`src/rtl/sa_feed_pkg.sv`:
```
// Shared types and helpers for the systolic-array skew feeder.
// Optional stall counter in sa_skew_feeder is enabled by defining SA_FEED_STALL_CNT_EN.
package sa_feed_pkg;

    localparam int LANES_DEF = 3;
    localparam int DW_DEF    = 8;
    localparam int DEPTH_DEF = 4;
    localparam int ROWS_DEF  = 6;

    // Widest lane and packed row the slice helper can handle.
    localparam int MAX_DW    = 32;
    localparam int MAX_BUS_W = 256;

    typedef enum logic [1:0] {
        ST_IDLE   = 2'd0,
        ST_STREAM = 2'd1,
        ST_FLUSH  = 2'd2,
        ST_DONE   = 2'd3
    } feed_state_e;

    // Extract lane k (dw bits wide) from a packed row, zero-extended to MAX_DW.
    function automatic logic [MAX_DW-1:0] lane_slice(
        input logic [MAX_BUS_W-1:0] bus,
        input int unsigned          k,
        input int unsigned          dw
    );
        logic [MAX_BUS_W-1:0] shifted;
        shifted    = bus >> (k * dw);
        lane_slice = shifted[MAX_DW-1:0] & ((MAX_DW'(1) << dw) - MAX_DW'(1));
    endfunction

endpackage

```
`src/rtl/sa_feed_fifo.sv`:
```
// Synchronous FIFO with occupancy count; no fall-through, a pushed word is
// readable the cycle after it is written. DEPTH must be a power of two.
module sa_feed_fifo
    import sa_feed_pkg::*;
#(
    parameter int W     = LANES_DEF * DW_DEF,
    parameter int DEPTH = DEPTH_DEF
) (
    input  logic                       clk,
    input  logic                       rst,
    input  logic                       push,
    input  logic [W-1:0]               wdata,
    input  logic                       pop,
    output logic [W-1:0]               rdata,
    output logic [$clog2(DEPTH):0]     count,
    output logic                       empty
);

    localparam int AW = $clog2(DEPTH);

    logic [AW-1:0] wr_ptr_q, wr_ptr_d;
    logic [AW-1:0] rd_ptr_q, rd_ptr_d;
    logic [AW:0]   count_q, count_d;
    logic [W-1:0]  mem_q [DEPTH];
    logic          full;
    logic          push_en;
    logic          pop_en;

    // NOTE: every signal written here gets a default first, so no path leaves it unassigned and no latch is inferred.
    always_comb begin
        full     = (count_q == (AW+1)'(DEPTH));
        empty    = (count_q == '0);
        push_en  = push && !full;
        pop_en   = pop && !empty;
        wr_ptr_d = wr_ptr_q;
        rd_ptr_d = rd_ptr_q;
        count_d  = count_q;
        if (push_en) begin
            wr_ptr_d = wr_ptr_q + AW'(1);
        end
        if (pop_en) begin
            rd_ptr_d = rd_ptr_q + AW'(1);
        end
        case ({push_en, pop_en})
            2'b10:   count_d = count_q + (AW+1)'(1);
            2'b01:   count_d = count_q - (AW+1)'(1);
            default: count_d = count_q;
        endcase
    end

    // NOTE: state flops use non-blocking assignments so every flop samples pre-edge values.
    always_ff @(posedge clk or posedge rst) begin
        if (rst) begin
            wr_ptr_q <= '0;
            rd_ptr_q <= '0;
            count_q  <= '0;
        end else begin
            wr_ptr_q <= wr_ptr_d;
            rd_ptr_q <= rd_ptr_d;
            count_q  <= count_d;
        end
    end

    // NOTE: storage is deliberately not reset; the pointers and count define what is valid.
    always_ff @(posedge clk) begin
        if (push_en) begin
            mem_q[wr_ptr_q] <= wdata;
        end
    end

    assign rdata = mem_q[rd_ptr_q];
    assign count = count_q;

endmodule

```
`src/rtl/sa_skew_feeder.sv`:
```
// Buffers activation rows and issues one diagonally skewed frame per start.
// Define SA_FEED_STALL_CNT_EN to add the stall_cnt output (empty-FIFO STREAM cycles).
module sa_skew_feeder
    import sa_feed_pkg::*;
#(
    parameter int LANES = LANES_DEF,
    parameter int DW    = DW_DEF,
    parameter int DEPTH = DEPTH_DEF,
    parameter int ROWS  = ROWS_DEF
) (
    input  logic                  clk,
    input  logic                  rst,
    input  logic                  start,
    input  logic                  in_valid,
    output logic                  in_ready,
    input  logic [LANES*DW-1:0]   in_data,
    output logic                  out_en,
    output logic [LANES*DW-1:0]   out_data,
    output logic                  busy,
    output logic                  done,
    output logic [3:0]            row_count
`ifdef SA_FEED_STALL_CNT_EN
    ,
    output logic [15:0]           stall_cnt
`endif
);

    localparam int AW  = $clog2(DEPTH);
    localparam int FCW = (LANES > 2) ? $clog2(LANES - 1) : 1;

    feed_state_e         state_q, state_d;
    logic [3:0]          row_cnt_q, row_cnt_d;
    logic [FCW-1:0]      flush_cnt_q, flush_cnt_d;
    logic                out_en_q, out_en_d;
    logic                adv;
    logic                inject_zero;
    logic                clear_skew;
    logic                fifo_pop;
    logic [LANES*DW-1:0] fifo_rdata;
    logic [AW:0]         fifo_count;
    logic                fifo_empty;

    sa_feed_fifo #(
        .W     (LANES * DW),
        .DEPTH (DEPTH)
    ) u_fifo (
        .clk   (clk),
        .rst   (rst),
        .push  (in_valid),
        .wdata (in_data),
        .pop   (fifo_pop),
        .rdata (fifo_rdata),
        .count (fifo_count),
        .empty (fifo_empty)
    );

    assign in_ready = (fifo_count != (AW+1)'(DEPTH));

    always_comb begin
        state_d     = state_q;
        row_cnt_d   = row_cnt_q;
        flush_cnt_d = flush_cnt_q;
        adv         = 1'b0;
        inject_zero = 1'b0;
        clear_skew  = 1'b0;
        fifo_pop    = 1'b0;
        case (state_q)
            ST_IDLE: begin
                if (start) begin
                    clear_skew = 1'b1;
                    row_cnt_d  = '0;
                    state_d    = ST_STREAM;
                end
            end
            ST_STREAM: begin
                if (!fifo_empty) begin
                    fifo_pop  = 1'b1;
                    adv       = 1'b1;
                    row_cnt_d = row_cnt_q + 4'd1;
                    if (row_cnt_q == 4'(ROWS - 1)) begin
                        flush_cnt_d = '0;
                        state_d     = ST_FLUSH;
                    end
                end
            end
            ST_FLUSH: begin
                // Zeros pushed into every chain head let the trailing lanes drain.
                adv         = 1'b1;
                inject_zero = 1'b1;
                if (flush_cnt_q == FCW'(LANES - 2)) begin
                    state_d = ST_DONE;
                end else begin
                    flush_cnt_d = flush_cnt_q + FCW'(1);
                end
            end
            ST_DONE: begin
                state_d = ST_IDLE;
            end
            default: state_d = ST_IDLE;
        endcase
        out_en_d = adv;
    end

    always_ff @(posedge clk or posedge rst) begin
        if (rst) begin
            state_q     <= ST_IDLE;
            row_cnt_q   <= '0;
            flush_cnt_q <= '0;
            out_en_q    <= 1'b0;
        end else begin
            state_q     <= state_d;
            row_cnt_q   <= row_cnt_d;
            flush_cnt_q <= flush_cnt_d;
            out_en_q    <= out_en_d;
        end
    end

    // Lane k owns a (k+1)-stage chain whose last stage drives its out_data slice,
    // so lane k trails lane 0 by exactly k advances.
    for (genvar k = 0; k < LANES; k++) begin : g_lane
        logic [DW-1:0] head;
        logic [DW-1:0] chain_q [k+1];
        logic [DW-1:0] chain_d [k+1];

        always_comb begin
            head = inject_zero ? '0 : DW'(lane_slice(MAX_BUS_W'(fifo_rdata), k, DW));
            for (int j = 0; j <= k; j++) begin
                chain_d[j] = chain_q[j];
            end
            if (clear_skew) begin
                for (int j = 0; j <= k; j++) begin
                    chain_d[j] = '0;
                end
            end else if (adv) begin
                chain_d[0] = head;
                for (int j = 1; j <= k; j++) begin
                    chain_d[j] = chain_q[j-1];
                end
            end
        end

        always_ff @(posedge clk or posedge rst) begin
            if (rst) begin
                for (int j = 0; j <= k; j++) begin
                    chain_q[j] <= '0;
                end
            end else begin
                for (int j = 0; j <= k; j++) begin
                    chain_q[j] <= chain_d[j];
                end
            end
        end

        assign out_data[k*DW +: DW] = chain_q[k];
    end

`ifdef SA_FEED_STALL_CNT_EN
    logic [15:0] stall_cnt_q, stall_cnt_d;

    always_comb begin
        stall_cnt_d = stall_cnt_q;
        if (state_q == ST_IDLE && start) begin
            stall_cnt_d = '0;
        end else if (state_q == ST_STREAM && fifo_empty && stall_cnt_q != 16'hFFFF) begin
            stall_cnt_d = stall_cnt_q + 16'd1;
        end
    end

    always_ff @(posedge clk or posedge rst) begin
        if (rst) begin
            stall_cnt_q <= '0;
        end else begin
            stall_cnt_q <= stall_cnt_d;
        end
    end

    assign stall_cnt = stall_cnt_q;
`endif

    assign out_en    = out_en_q;
    assign busy      = (state_q != ST_IDLE);
    assign done      = (state_q == ST_DONE);
    assign row_count = row_cnt_q;

endmodule
```
`config.mk`:
```
export PLATFORM = sky130hd
export DESIGN_NAME = sa_skew_feeder
export DESIGN_NICKNAME = d
export VERILOG_FILES = /design/src/rtl/sa_feed_pkg.sv /design/src/rtl/sa_feed_fifo.sv /design/src/rtl/sa_skew_feeder.sv
export SDC_FILE = /design/constraint.sdc
export NUM_CORES = 1
export LEC_CHECK = 0
export ABC_AREA = 1
export ABC_CLOCK_PERIOD_IN_PS = 2700
export CAP_MARGIN = 20
export CORE_ASPECT_RATIO = 0.75
export CORE_MARGIN = 2
export CORE_UTILIZATION = 44
export CTS_BUF_LIST = sky130_fd_sc_hd__clkbuf_4 sky130_fd_sc_hd__clkbuf_8 sky130_fd_sc_hd__clkbuf_16
export DETAILED_ROUTE_END_ITERATION = 8
export HOLD_SLACK_MARGIN = 0.03
export PLACE_DENSITY = 0.7
export SYNTH_ARGS = -nofsm -noshare
export SYNTH_HDL_FRONTEND = slang
export SYNTH_SLANG_ARGS = --single-unit
export TNS_END_PERCENT = 1
```
`constraint.sdc`:
```
create_clock -name clk -period 2.7 [get_ports clk]
set_input_delay 0.54 -clock clk [delete_from_list [all_inputs] [get_ports clk]]
set_output_delay 0.54 -clock clk [all_outputs]
set_load 0.02 [all_outputs]
```
==> metrics.txt <==
status completed; Synth top area share 40.02%; critical path type flip-flop to output port; worst setup margin 0.2958 ns; Mean Syn Cell Area 9.922 um^2; post-CTS setup buffers 0; CP required 2.16 ns; post-cts gate resize count 0; met3 usage 4.048%; worst min-delay path class input pin to asynchronous set/reset pin; area grow syn2layout 16.90%; Slew @ Worst Pin 0.5883 ns; ANT cells 0; Internal Power 5.789 mW; CTS sink count 159; Seq cells post-synth 159; Hold Slack 0.4852 ns; Seq/Total Area, Yosys 61.91%; min Tclk post-route 2.404 ns; max-cap check violation count 0; global-route met2 utilization 28.71%; max-slew violation count 0; # placed instances 952; Post-DP HPWL 8690 um; Max Clock Skew 0.009407 ns; busiest metal layer after global routing met2; first-pass GRT wire length 23640 um; CORE AREA 16020 um^2; drt initial violations 306; TritonCTS clock tree yes; ranking of synthesized cells by area edfxtp_1 40%, dfrtp_1 22%, nand2_1 10%; drt wl/cell 14.44 um; Die H 114.8 um; Max Clock Freq 415.9 MHz; leading cell type in the layout, fill and taps excluded nand2_1; CP Capture Type output port; Net Sw Frac 39.69%; Ports 60; Switch Pwr 3.810 mW; synth unique cells 28; Post-synth EDFFs 96; routing usage on met1 24.09%; Util after Layout 52.58%; Synth Flop Type edfxtp_1; Post-Syn Area 7203 um^2; initial antenna violation count 0; Detailed Routing Iterations Pass 1 4; peak supply drop 0.9208 mV; clock transition at the registers of the reported paths 0.06 ns; CP Launch Type flip-flop; Logic pwr share 39.9%; nets 802; Site Rows 40; setup TNS 0 ns; Post-Layout Cell Count 984; biggest area consumer among synthesized cells edfxtp_1; CTS Hold Buffers Added 0; largest net degree at the start of global routing 73; vias in the first global route 4701; RSZ-0062 raised after global routing false; sequential power share 37.0%; Via density 4.934; Power Density 1140 nW/um^2; pre-CTS WS 0.5265 ns; Rel. slew slack 60.73%; GPL Wtd Cong 0.7478; Total Wirelength 14210 um; gr usage total 17.68%; clock power share 23.0%; layout cells sized above 1 8.656%; Synthesized Nets 767; Hold Fails Final Rpt 0; DRC viols 0; Die W 151.7 um; synth warn 0; critical path fanouts, max 4; Die Area 17420 um^2; DR vias 4855; most frequent cells in the layout 190 x nand2_1, 120 x inv_1, 96 x edfxtp_1; final worst path period share 89.04%; Final Setup Violations 0; CP Data Arrival Time 1.86 ns; asr flop ratio synth 39.62%; Port Buffers 59; Post-Synthesis Cells 726; Clock Tree Root clkbuf_16; total gr overflow 0; CTS Buf Count 17; Max Root-Sink Buffers 2; post-route ant nets 0; worst-skew pair later-pin latency 0.41 ns; # H-tree levels 4; Initial Util 44.98%; leakage power 3.963 nW
-- worst max-delay path: stages, from the launching register on --
cell and delay [ns]:
dfrtp_1 0.40, inv_1 0.10, ha_1 0.23, inv_1 0.11, clkdlybuf4s50_1 0.61
-- kinds of logic (layout without fill, tap and decap cells) --
group | Yosys count | after routing | synth area share [%]
flops | 159 | 159 | 61.91
xor+xnor | 6 | 6 | 0.7295
buf+inv | 180 | 228 | 11.12
simple gates | 361 | 361 | 23.38
fa+ha+maj | 13 | 13 | 2.362
compound gates | 7 | 7 | 0.5038
-- final timing paths --
path                               from                    end  slack (ns)  cells past startpoint
max                          state_q[0]                   busy        0.30                      4
min                                 rst            flush_cnt_q        0.49                      2
max reg2reg                  state_q[1]        u_fifo.count[2]        0.57                     10
min reg2reg                out_data[23]           out_data[23]        0.50                      2
max in group asynchronous           rst  g_lane[1].chain_q[10]        1.61                      3
min in group clk           out_data[23]           out_data[23]        0.50                      2
-- area by class of cell --
cell class,count,area (um^2)
multi-input cells,387,1956
clock buffers,20,447.9
repair buffers,74,740.7
flip-flops and latches,159,4459
clock inverters,12,96.34
inverters,122,457.9
well taps,210,262.8
fillers,1423,7595
-- cells in the mapped netlist (2+ instances only) --
library cell,number
buf_2,17
buf_1,7
buf_4,20
nand3_1,90
nand2_1,191
nand4_1,48
ha_1,12
a21oi_1,2
edfxtp_1,96
xor2_1,5
clkbuf_1,9
clkbuf_2,2
inv_1,121
dfrtp_1,63
nand3_2,10
nor2_1,15
buf_6,2
nand2_4,3
o21ai_0,4
-- state kept, by name (all words and copies together), names as in the netlist, 2 cells and up --
| name | cells |
|---|---|
| u_fifo.rd_ptr_q | 2 |
| row_count | 4 |
| u_fifo.mem_q | 96 |
| u_fifo.wr_ptr_q | 2 |
| out_data | 16 |
| u_fifo.count | 3 |
| g_lane.chain_q | 32 |
| state_q | 2 |
-- metal layers --
metal	up-vias	share of wire (%)
li1	2395	-
met4	0	1.3
met3	16	4.5
met1	2338	46
met2	106	48
met5	-	0
-- power groups by stage --
stage	Combinational, mW	Sequential, mW	Clock (mW)
global placement	3.80	3.59	0
detailed placement	3.85	3.60	0
floorplan	2.85	3.60	0
finish	3.83	3.55	2.21
CTS	3.88	3.55	2.24
global route	4.31	3.63	2.36
-- metrics by stage --
step	instance area, um^2	total power [mW]
after floorplan	7203	6.453
after global placement	7876	7.383
after detailed placement	7876	7.451
after CTS	8421	9.670
after global routing	8421	10.30
final	8421	9.599
Note: power is estimated with default switching activity, not from simulation.
